[src/rtl/pwm_peripheral.sv]
// pwm_peripheral: drives 16 pins as static-low, static-high or a shared PWM waveform.
// A prescaled 8-bit period counter sets the phase; duty is shadowed at period wrap.
module pwm_peripheral #(
    parameter int PRESCALE = 13
) (
    input  logic       clk,
    input  logic       rst_n,
    input  logic [7:0] en_reg_out_7_0,
    input  logic [7:0] en_reg_out_15_8,
    input  logic [7:0] en_reg_pwm_7_0,
    input  logic [7:0] en_reg_pwm_15_8,
    input  logic [7:0] pwm_duty_cycle,
    output logic [7:0] out_7_0,
    output logic [7:0] out_15_8,
    output logic       period_start
);

    localparam int            PW         = (PRESCALE > 1) ? $clog2(PRESCALE) : 1;
    localparam logic [PW-1:0] PRESC_LAST = PW'(PRESCALE - 1);

    logic [PW-1:0] presc_q, presc_d;
    logic [7:0]    pwm_cnt_q, pwm_cnt_d;
    logic [7:0]    duty_shadow_q, duty_shadow_d;
    logic [15:0]   out_q, out_d;
    logic          period_start_q, period_start_d;

    logic          tick;
    logic          boundary;
    logic          pwm_level;
    logic [15:0]   en_out;
    logic [15:0]   en_pwm;

    assign en_out = {en_reg_out_15_8, en_reg_out_7_0};
    assign en_pwm = {en_reg_pwm_15_8, en_reg_pwm_7_0};

    always_comb begin
        tick     = (presc_q == PRESC_LAST);
        boundary = tick && (pwm_cnt_q == 8'hFF);

        presc_d   = tick ? '0 : presc_q + PW'(1);
        pwm_cnt_d = tick ? pwm_cnt_q + 8'd1 : pwm_cnt_q;

        // Duty is only picked up on the wrap edge so a period never mixes two duties.
        duty_shadow_d  = boundary ? pwm_duty_cycle : duty_shadow_q;
        period_start_d = boundary;
    end

    // 0xFF is treated as full-on so there is no low step at count 255.
    always_comb begin
        pwm_level = (duty_shadow_q == 8'hFF) || (pwm_cnt_q < duty_shadow_q);
        out_d     = en_out & (~en_pwm | {16{pwm_level}});
    end

    always_ff @(posedge clk or negedge rst_n) begin
        if (!rst_n) begin
            presc_q        <= '0;
            pwm_cnt_q      <= '0;
            duty_shadow_q  <= '0;
            out_q          <= '0;
            period_start_q <= 1'b0;
        end else begin
            presc_q        <= presc_d;
            pwm_cnt_q      <= pwm_cnt_d;
            duty_shadow_q  <= duty_shadow_d;
            out_q          <= out_d;
            period_start_q <= period_start_d;
        end
    end

    assign out_7_0      = out_q[7:0];
    assign out_15_8     = out_q[15:8];
    assign period_start = period_start_q;

endmodule

[config.mk]
export PLATFORM = sky130hd
export DESIGN_NAME = pwm_peripheral
export DESIGN_NICKNAME = d
export VERILOG_FILES = /design/src/rtl/pwm_peripheral.sv
export SDC_FILE = /design/constraint.sdc
export NUM_CORES = 1
export LEC_CHECK = 0
export CAP_MARGIN = 5
export CORE_ASPECT_RATIO = 0.9
export CORE_UTILIZATION = 49
export CTS_BUF_LIST = sky130_fd_sc_hd__clkbuf_8
export DETAILED_ROUTE_END_ITERATION = 8
export PLACE_DENSITY = 0.94
export SKIP_LAST_GASP = 1
export SLEW_MARGIN = 5
export SYNTH_ARGS = -nofsm -noshare
export SYNTH_HDL_FRONTEND = slang
export SYNTH_SLANG_ARGS = --single-unit
[constraint.sdc]
create_clock -name clk -period 4.2 [get_ports clk]
set_input_delay 0.84 -clock clk [delete_from_list [all_inputs] [get_ports clk]]
set_output_delay 0.84 -clock clk [all_outputs]
set_load 0.01 [all_outputs]
==> impl_metrics.xml <==
<?xml version="1.0" encoding="UTF-8"?>
<metrics>
  <group name="run_status">
    <metric name="outcome" unit="">complete, no violations</metric>
  </group>
  <group name="worst_hold_path">
    <metric name="worstHoldPathType" unit="">reg2reg</metric>
  </group>
  <group name="routing">
    <metric name="drt_drc_violations_left" unit="">0</metric>
    <metric name="met1_length" unit="µm">1450</metric>
    <metric name="dr.pass1.iters" unit="">4</metric>
    <metric name="antenna_viol_nets_final" unit="">0</metric>
    <metric name="routed_via_density" unit="">5.122</metric>
    <metric name="met2WireLength" unit="µm">1796</metric>
    <metric name="routed-wl-met3" unit="µm">266</metric>
    <metric name="route.final.wire_length" unit="µm">3595</metric>
    <metric name="first_iter_violations" unit="">40</metric>
    <metric name="route.vias.total" unit="">1173</metric>
    <metric name="avg_wl_per_cell" unit="µm">15.70</metric>
    <metric name="topRoutingLayerUsed" unit="">met4</metric>
  </group>
  <group name="floorplanning">
    <metric name="starting_density_of_the_core" unit="">0.5219</metric>
    <metric name="number_of_placement_rows" unit="">19</metric>
    <metric name="core" unit="mm²">0.003114</metric>
    <metric name="die-area" unit="mm²">0.003552</metric>
    <metric name="i_o_pin_count" unit="">59</metric>
    <metric name="x_dimension_of_the_die" unit="µm">62.71</metric>
    <metric name="die_h" unit="µm">56.64</metric>
  </group>
  <group name="flow_run">
    <metric name="max_cap_violations" unit="">0</metric>
  </group>
  <group name="place">
    <metric name="place_congestion" unit="">0.7786</metric>
    <metric name="placed_insts" unit="">221</metric>
    <metric name="portBuffers" unit="">58</metric>
    <metric name="post-dp-hpwl" unit="µm">2458</metric>
  </group>
  <group name="sta">
    <metric name="timing_worst_slew_pin_value" unit="ns">0.7882</metric>
    <metric name="max_slew_margin" unit="">0.4746</metric>
    <metric name="rsz0062_at_grt" unit="">false</metric>
    <metric name="total_setup_violations_reported_at_the_end_of_the_flow" unit="">0</metric>
    <metric name="final_max_slew_viol_count" unit="">0</metric>
    <metric name="hold_viol" unit="">0</metric>
    <metric name="timing.fmax" unit="MHz">451.7</metric>
    <metric name="timing.setup.tns" unit="ns">0</metric>
    <metric name="timing.hold.ws" unit="ns">0.5008</metric>
    <metric name="finClkSkew" unit="ns">0.007035</metric>
    <metric name="finalCritPeriodShare" unit="">0.5271</metric>
    <metric name="finalCriticalPeriod" unit="ns">2.214</metric>
  </group>
  <group name="synth">
    <metric name="postSynthCellCount" unit="">123</metric>
    <metric name="synth.ff_latch_count" unit="">37</metric>
    <metric name="simple_gate_share_of_the_synthesized_area" unit="">0.07852</metric>
    <metric name="synth.cell_area" unit="mm²">0.001625</metric>
    <metric name="avgSynthCellArea" unit="µm²">13.21</metric>
    <metric name="yosys.area_share.xor_xnor" unit="">0.04311</metric>
    <metric name="mappedNetlistNets" unit="">175</metric>
    <metric name="synth_top_family_by_area" unit="">compound AO/OA/AOI/OAI gates</metric>
    <metric name="netlist-cell-type-count" unit="">25</metric>
    <metric name="synth_mux_area_frac" unit="">0.06236</metric>
    <metric name="synth_compound_gate_area_share" unit="">0.1339</metric>
    <metric name="yosys_warnings" unit="">0</metric>
    <metric name="yosysSeqAreaShare" unit="">0.5697</metric>
    <metric name="post_synth_fa_ha_maj_area_fraction" unit="">0.07698</metric>
  </group>
  <group name="clock_tree">
    <metric name="clk_pin_slew_worst_paths" unit="ns">0.08</metric>
    <metric name="ctsHtreeMaxLevel" unit="">2</metric>
    <metric name="cts_root_buf" unit="">clkbuf_8</metric>
    <metric name="cts_buffers" unit="">5</metric>
    <metric name="clock-sinks" unit="">37</metric>
    <metric name="cts-hold-fix-buffers" unit="">0</metric>
    <metric name="clk_path_buf_depth" unit="">2</metric>
    <metric name="quantity_of_gates_resized_following_cts" unit="">0</metric>
    <metric name="clock_insertion_delay_at_the_later_pin_of_the_skew_report" unit="ns">0.29</metric>
    <metric name="tritoncts" unit="">yes</metric>
    <metric name="post-cts-setup-buffer-count" unit="">0</metric>
  </group>
  <group name="power_and_ir_drop">
    <metric name="power_per_cell_area" unit="mW/mm²">328.9</metric>
    <metric name="max-vdd-ir-drop" unit="V">0.0003920</metric>
    <metric name="p_leak" unit="nW">1.063</metric>
  </group>
  <group name="grt">
    <metric name="grt_pass1_wl" unit="µm">6106</metric>
    <metric name="number_of_antenna_violations_at_the_first_check_in_global_routing" unit="">0</metric>
    <metric name="track_usage" unit="">0.2311</metric>
    <metric name="grt_start_max_net_pins" unit="">38</metric>
    <metric name="total_congestion_overflow_after_global_routing" unit="">0</metric>
    <metric name="number_of_global_route_vias_before_repair" unit="">1338</metric>
  </group>
  <group name="setup_path">
    <metric name="critical_path_class" unit="">reg2reg</metric>
    <metric name="critPathArrivalTime" unit="ns">2.34</metric>
    <metric name="slowest_stage" unit="">o32ai_2</metric>
    <metric name="cp_slowest_stage_delay" unit="ns">0.72</metric>
    <metric name="path_buf_inv" unit="">0</metric>
    <metric name="cp_cell_sequence" unit="">ha_1 -&gt; and4_1 -&gt; o21ai_0 -&gt; o32ai_2 -&gt; a21boi_0</metric>
    <metric name="required" unit="ns">4.32</metric>
    <metric name="setup.worst_path.end_class" unit="">register</metric>
    <metric name="critical_path_peak_fanout" unit="">16</metric>
    <metric name="worstSetupStartpointType" unit="">register</metric>
    <metric name="critPathTopFamily" unit="">compound AO/OA/AOI/OAI gates</metric>
  </group>
  <group name="finish">
    <metric name="layout.cells.non_filler" unit="">229</metric>
    <metric name="num-nets-final" unit="">238</metric>
    <metric name="syn2layout_area_growth" unit="%">45.03</metric>
    <metric name="antenna_cells" unit="">0</metric>
    <metric name="drive_gt1_frac" unit="">0.1230</metric>
  </group>
</metrics>
==> power by group <==
| part | switching (mW) | total (mW) | internal [mW] |
|---|---|---|---|
| clock network | 0.125 | 0.318 | 0.193 |
| registers | 0.00577 | 0.374 | 0.368 |
| logic | 0.0277 | 0.0838 | 0.0562 |
| total | 0.158 | 0.775 | 0.617 |
==> metal layers <==
metal  GRT usage  vias to the layer above
li1            -                      548
met1      0.2595                      558
met2      0.4053                       59
met3     0.07724                        8
met4     0.08970                        0
met5           0                        -
==> flip-flops by register name, indices dropped and copies added (netlist names) <==
| name | count |
|---|---|
| pwm_cnt_q | 8 |
| presc_q | 4 |
| duty_shadow_q | 8 |
| period_start | 1 |
| out_q | 16 |
==> cells by family (layout without fill, tap and decap cells) <==
| family | Yosys count | after routing |
|---|---|---|
| adders and majority gates | 10 | 10 |
| AOI/OAI and AO/OA | 26 | 26 |
| DFF | 37 | 37 |
| muxes | 9 | 9 |
| and+or+nand+nor | 20 | 20 |
| buffers and inverters | 13 | 77 |
| xor gates and xnor gates | 8 | 8 |
==> cell usage after synthesis <==
cell type,n,area share
o21a_1,1,0.0046
clkbuf_2,1,0.0031
nand2_1,5,0.012
xnor2_1,5,0.027
inv_1,11,0.025
and3_1,2,0.0077
nand4_4,1,0.013
nor2_1,6,0.014
a2111oi_4,1,0.017
buf_6,1,0.0069
and4_1,1,0.0054
dfrtp_1,37,0.57
o21ai_0,2,0.0062
mux2_2,9,0.062
o32ai_2,1,0.010
ha_1,10,0.077
and3_4,1,0.0069
a41o_1,1,0.0062
o41ai_1,1,0.0054
nand4_1,3,0.012
a21o_1,1,0.0046
a21oi_1,2,0.0062
xor2_1,3,0.016
a21boi_0,16,0.074
nand2b_4,1,0.0085
==> per-stage QoR <==
step | power (mW) | instance area [µm²] | worst slack [ns] | utilization
floorplan | 0.3993 | 1625 | 2.420 | -
CTS | 0.7848 | 2357 | 1.964 | 0.7569
global route | 0.8041 | 2357 | 1.751 | 0.7569
finish | 0.7754 | 2357 | 1.986 | 0.7569
detailed placement | 0.4637 | 2237 | 2.007 | 0.7184
global placement | 0.4604 | 2237 | 2.134 | 0.7184
==> final timing paths <==
kind	start	end	slack, ns	cells after the start
hold reg to reg	presc_q[3]$_DFF_PN0_	presc_q[3]$_DFF_PN0_	0.50	1
setup reg to reg	pwm_cnt_q[6]$_DFFE_PN0P_	out_q[9]$_DFF_PN0_	1.99	5
max in group asynchronous	rst_n	out_q[12]$_DFF_PN0_	3.07	1
hold / removal	presc_q[3]$_DFF_PN0_	presc_q[3]$_DFF_PN0_	0.50	1
min in group asynchronous	rst_n	presc_q[1]$_DFF_PN0_	0.63	1
setup / recovery	pwm_cnt_q[6]$_DFFE_PN0P_	out_q[9]$_DFF_PN0_	1.99	5
==> area by class of cell <==
cell class / count / area (µm²)
fillers: 174 / 757.0
clock buffers: 6 / 82.58
clock inverters: 2 / 37.54
repair buffers: 58 / 575.6
flip-flops and latches: 37 / 925.9
inverters: 11 / 41.29
well taps: 42 / 52.55
multi-input cells: 73 / 641.9
==> worst register-to-register path: cells and delay by family (launching register included) <==
kind	cells	cell delay [ns]
flops	1	0.45
fa+ha+maj	1	0.35
simple gates	1	0.18
compound gates	3	1.07
==> placed cells by master, fill, tap and decap left out, types with 3 or more instances in the layout <==
cell type	count
nor2_1	6
nand4_1	3
nand2_1	5
dfrtp_1	37
xor2_1	3
clkbuf_8	6
ha_1	10
mux2_2	9
clkdlybuf4s50_1	57
inv_1	11
a21boi_0	16
xnor2_1	5
Note: power is estimated with default switching activity, not from simulation.
